[src/rtl/mul8s_share_arb.sv]
// Round-robin arbiter sharing one external 8x8 signed multiplier.
// A one-entry output slot registers the product with its requester id.
module mul8s_share_arb #(
   parameter int NUM_REQ = 4,
   parameter int ID_W    = 3
) (
   input  logic                 clk,
   input  logic                 rst_n,
   input  logic [NUM_REQ-1:0]   req_valid,
   input  logic [8*NUM_REQ-1:0] req_a,
   input  logic [8*NUM_REQ-1:0] req_b,
   output logic [NUM_REQ-1:0]   req_ready,
   output logic [7:0]           mul_a,
   output logic [7:0]           mul_b,
   input  logic [15:0]          mul_o,
   output logic                 rsp_valid,
   input  logic                 rsp_ready,
   output logic [ID_W-1:0]      rsp_id,
   output logic [15:0]          rsp_data,
   output logic [15:0]          op_count
);

   typedef enum logic {EMPTY, FULL} state_e;

   state_e            state_q, state_d;
   logic [ID_W-1:0]   rr_ptr_q, rr_ptr_d;
   logic [ID_W-1:0]   rsp_id_q, rsp_id_d;
   logic [15:0]       rsp_data_q, rsp_data_d;
   logic [15:0]       op_count_q, op_count_d;
   logic [7:0]        mul_a_q, mul_a_d;
   logic [7:0]        mul_b_q, mul_b_d;

   logic [2*NUM_REQ-1:0] rot;
   logic [ID_W:0]        sum;
   logic [ID_W-1:0]      gidx;
   logic [7:0]           a_sel, b_sel;
   logic                 slot_free, xfer, drain;

   assign rsp_valid = (state_q == FULL);
   assign rsp_id    = rsp_id_q;
   assign rsp_data  = rsp_data_q;
   assign op_count  = op_count_q;

   assign slot_free = ~rsp_valid | rsp_ready;
   assign drain     = rsp_valid & rsp_ready;
   assign xfer      = (|req_valid) & slot_free & rst_n;

   // Find the first valid requester at or above rr_ptr, wrapping
   always_comb begin
      rot = {req_valid, req_valid} >> rr_ptr_q;
      sum = {1'b0, rr_ptr_q};
      for (int k = NUM_REQ - 1; k >= 0; k--) begin
         if (rot[k]) sum = {1'b0, rr_ptr_q} + (ID_W+1)'(k);
      end
      if (sum >= (ID_W+1)'(NUM_REQ)) sum = sum - (ID_W+1)'(NUM_REQ);
      gidx = sum[ID_W-1:0];
   end

   assign req_ready = xfer ? (NUM_REQ'(1) << gidx) : '0;

   // Route granted operands; idle cycles keep the last pair stable
   always_comb begin
      a_sel = '0;
      b_sel = '0;
      for (int i = 0; i < NUM_REQ; i++) begin
         if (req_ready[i]) begin
            a_sel = req_a[8*i +: 8];
            b_sel = req_b[8*i +: 8];
         end
      end
   end

   assign mul_a = xfer ? a_sel : mul_a_q;
   assign mul_b = xfer ? b_sel : mul_b_q;

   // Slot state transitions and next values for the datapath
   always_comb begin
      state_d    = state_q;
      rr_ptr_d   = rr_ptr_q;
      rsp_id_d   = rsp_id_q;
      rsp_data_d = rsp_data_q;
      mul_a_d    = mul_a_q;
      mul_b_d    = mul_b_q;
      op_count_d = op_count_q + 16'(drain);
      unique case (state_q)
         EMPTY: if (xfer) state_d = FULL;
         FULL:  if (drain && !xfer) state_d = EMPTY;
         default: state_d = EMPTY;
      endcase
      if (xfer) begin
         rsp_data_d = mul_o;
         rsp_id_d   = gidx;
         mul_a_d    = a_sel;
         mul_b_d    = b_sel;
         rr_ptr_d   = (gidx == ID_W'(NUM_REQ - 1)) ? '0 : gidx + 1'b1;
      end
   end

   // State registers, cleared asynchronously
   always_ff @(posedge clk or negedge rst_n) begin
      if (!rst_n) begin
         state_q    <= EMPTY;
         rr_ptr_q   <= '0;
         rsp_id_q   <= '0;
         rsp_data_q <= '0;
         op_count_q <= '0;
         mul_a_q    <= '0;
         mul_b_q    <= '0;
      end else begin
         state_q    <= state_d;
         rr_ptr_q   <= rr_ptr_d;
         rsp_id_q   <= rsp_id_d;
         rsp_data_q <= rsp_data_d;
         op_count_q <= op_count_d;
         mul_a_q    <= mul_a_d;
         mul_b_q    <= mul_b_d;
      end
   end

endmodule
[config.mk]
export PLATFORM = sky130hd
export DESIGN_NAME = mul8s_share_arb
export DESIGN_NICKNAME = d
export VERILOG_FILES = /design/src/rtl/mul8s_share_arb.sv
export SDC_FILE = /design/constraint.sdc
export NUM_CORES = 1
export LEC_CHECK = 0
export CAP_MARGIN = 30
export CORE_MARGIN = 1.5
export CORE_UTILIZATION = 38
export CTS_CLUSTER_SIZE = 30
export DETAILED_ROUTE_END_ITERATION = 10
export DONT_BUFFER_PORTS = 1
export MAX_ROUTING_LAYER = met4
export RECOVER_POWER = 100
export SLEW_MARGIN = 0
export SYNTH_ARGS = -nofsm -noshare
export SYNTH_HDL_FRONTEND = slang
export SYNTH_SLANG_ARGS = --single-unit
[constraint.sdc]
create_clock -name clk -period 5.85 [get_ports clk]
set_clock_uncertainty 0.05 [all_clocks]
set_input_delay 0.8775 -clock clk [delete_from_list [all_inputs] [get_ports clk]]
set_output_delay 0.8775 -clock clk [all_outputs]
set_load 0.01 [all_outputs]
==> results.cfg <==
[sta]
fin_hold_ws_ps = 209
final_period_minus_worst_setup_slack_ps = 5440
timing.slew.headroom_pct = -80.1
timing_hold_violations_final = 0
postLayoutSetupSlackWorst_ps = 407
fin_setup_tns_ps = 0
fin_crit_sh_pct = 93.0
clock.fmax_mhz = 184
slew_violations = 63
finalSetupViolations = 0
worst_margin_slew_ps = 2700
unrepaired_setup_endpoints_after_global_routing = no

[global_route]
pin_count_of_the_biggest_net_entering_global_routing = 63
grt_util_all_layers_pct = 17.1
grt_overflow_total = 0
global_route_wire_length_before_repair_um = 11500
first_global_vias = 2227
grt_antenna_before_repair = 0

[finish]
layout-area-overhead-vs-synth_pct = 4.00
antennaDiodeCount = 0
num-fill-cells = 774
finish.instance_area_um2 = 3220
final_cell_mix = 55 x dfrtp_1, 27 x nand2_1, 18 x mux2_2
fin_nets = 385
final_core_utilization_pct = 41.3
area.sequential_um2 = 1380
drive_above_1_share_pct = 12.5
multi_input_comb_area_um2 = 1580
commonest_non_fill_non_tap_cell_in_the_layout = dfrtp_1

[critical_path]
timing.critical_path.cells = mux2i_4, mux2i_1, a31oi_1, o22ai_1, o22ai_1, inv_1, ha_1, clkinv_1, nor2_2, a221o_1, a22oi_1, o31ai_1
cp_slowest_stage_delay_ps = 800
critPathArrivalTime_ps = 4520
timing.critical_path.mode_cell = o22ai_1
crit_path_top_delay_cell = dfrtp_1
timing.critical_path.fanout_max = 18
setup.worst_path.class = reg2out
startpoint_type = flip-flop
cp.required_ps = 4920
worst_setup_path_end_kind = primary output
rrSetupSlack_ps = 1410

[pwr]
power.density_cell_area_nw_per_um2 = 572
vdd_ir_drop_max_v = 0.000230
static-leakage-power_uw = 0.00134

[route]
detailedRoute.firstPassIterationCount = 4
drt-initial-drc-count = 94
drc = 0
drtAntennaViolNets = 0
vias = 2313
wl_per_cell_um = 19.2
totalWireLength_um = 7510
drt-vias-per-instance = 5.92

[run_status]
status = complete, but fails checks
violated_checks = capacitance limit, slew limit

[clock_network]
tritoncts.num_buffers = 5
clock_sink_count = 55
clk_pin_slew_worst_paths_ps = 100
htree_num_levels = 2
clock_latency_ps = 300
clock_path_buffers = 2
cts_setup_buffers = 0
clock_tree.root_cell = clkbuf_8
cts_tree = built

[place]
place_area_um2 = 3140
place.detailed.hpwl_um = 5490
gp_congestion = 0.765
numPortBuffers = 0
place_ws_ps = 645

[synthesis]
edff_count_synth = 0
ys_dominant_reg_cell = dfrtp_1
synth_area_per_cell_um2 = 10.4
mapped_cells = 299
synth-warning-count = 0
postSynth.asyncResetShare_pct = 100
seq_area_frac_synth_pct = 44.4
synthesized_flop_and_latch_total = 55
synth.cell_area_um2 = 3100
mappedNetlistNets = 396
yosysUniqueCellTypes = 52

[run]
drv.max_cap_violation_count = 1

[floorplanning]
core-area_um2 = 7810
die_width_um = 93.3
io-pin-count = 143
floorplan.initialDensity_pct = 39.7
die_y_um = 93.3
std_cell_rows = 32
die-area_um2 = 8700

[min_path]
min_path_type = in2async
cell usage after synthesis (2+ instances only):
| cell | n | area (µm²) |
|---|---|---|
| nand2b_1 | 4 | 25.0 |
| a221o_1 | 11 | 110 |
| o22ai_1 | 5 | 31.3 |
| xor2_1 | 4 | 35.0 |
| nor2_1 | 16 | 60.1 |
| nor3_1 | 13 | 65.1 |
| buf_6 | 3 | 33.8 |
| and2_1 | 3 | 18.8 |
| and3_1 | 2 | 12.5 |
| xnor2_1 | 12 | 105 |
| mux2_2 | 18 | 203 |
| nand2_1 | 27 | 101 |
| nand4_1 | 3 | 18.8 |
| o21ai_0 | 2 | 10.0 |
| or2_2 | 2 | 12.5 |
| o31ai_1 | 16 | 120 |
| ha_1 | 10 | 125 |
| a21oi_1 | 7 | 35.0 |
| a31oi_1 | 2 | 12.5 |
| a22oi_1 | 10 | 75.1 |
| mux2i_1 | 3 | 30.0 |
| a221oi_1 | 6 | 52.6 |
| nand3_1 | 7 | 35.0 |
| inv_1 | 9 | 33.8 |
| dfrtp_1 | 55 | 1380 |
| buf_2 | 4 | 20.0 |
| clkbuf_1 | 11 | 41.3 |
| o21a_1 | 10 | 75.1 |
critical path, delay by kind of cell, from the launching register on:
| kind | cells | cell delay, ps |
|---|---|---|
| flip-flops | 1 | 800 |
| AND/OR/NAND/NOR | 1 | 550 |
| AO/OA/AOI/OAI | 6 | 1270 |
| adder cells (fa/ha/maj) | 1 | 310 |
| buffers and inverters | 2 | 610 |
| multiplexers | 2 | 670 |
per-layer routing:
layer / part of all wire, % / GRT usage, % / wire length [µm] / up-vias
li1: - / - / - / 1079
met1: 42 / 21.8 / 3130 / 1151
met2: 52 / 27.6 / 3890 / 68
met3: 5.1 / 3.50 / 382 / 15
met4: 1.4 / 4.92 / 102 / 0
met5: 0 / - / 0 / -
state kept, by name, summed over array words and instances (netlist names):
signal	cells
op_count	16
rsp_data	16
rsp_id	3
mul_a_q	8
rsp_valid	1
rr_ptr_q	3
mul_b_q	8
through the flow:
step	instances	total power, µW
after floorplan	299	1440
after global placement	383	1610
after detailed placement	383	1640
after CTS	391	1860
after global routing	391	1980
final	391	1840
where the power goes:
group / leakage [µW] / internal [µW] / switching [µW]
clock: 0.0000402 / 83.6 / 124
sequential: 0.000694 / 477 / 108
combinational: 0.000601 / 425 / 625
worst paths after layout:
check / start / endpoint / depth (start not counted)
worst max-delay path: rr_ptr_q[0] / mul_b[0] / 12
worst min-delay path: rst_n / rr_ptr_q[0] / 0
worst max register to register: rr_ptr_q[0] / mul_b_q[0] / 12
worst min register to register: op_count[15] / op_count[15] / 1
max in group asynchronous: rst_n / mul_a_q[1] / 0
min in group clk: op_count[15] / op_count[15] / 1
final cells by class:
cell class,instances,share of cell area [%]
well taps,102,3.96
repair buffers,2,0.272
flip-flops and latches,55,42.7
inverters,10,1.17
clock buffers,5,2.14
multi-input cells,214,49.1
clock inverters,3,0.621
what timing repair did:
item                                    in CTS  in global routing
endpoints found under the setup margin       0                 10
gates resized for setup                      0                  1
hold buffers                                 0                  0
cells by family (layout without fill, tap and decap cells):
group / Yosys count / after routing / synth area share [%]
simple gates: 85 / 85 / 13.2
compound gates: 79 / 79 / 19.7
flops: 55 / 55 / 44.4
buf+inv: 30 / 20 / 4.64
mux: 24 / 24 / 9.41
xor+xnor: 16 / 16 / 4.52
fa+ha+maj: 10 / 10 / 4.04
Note: power is estimated with default switching activity, not from simulation.
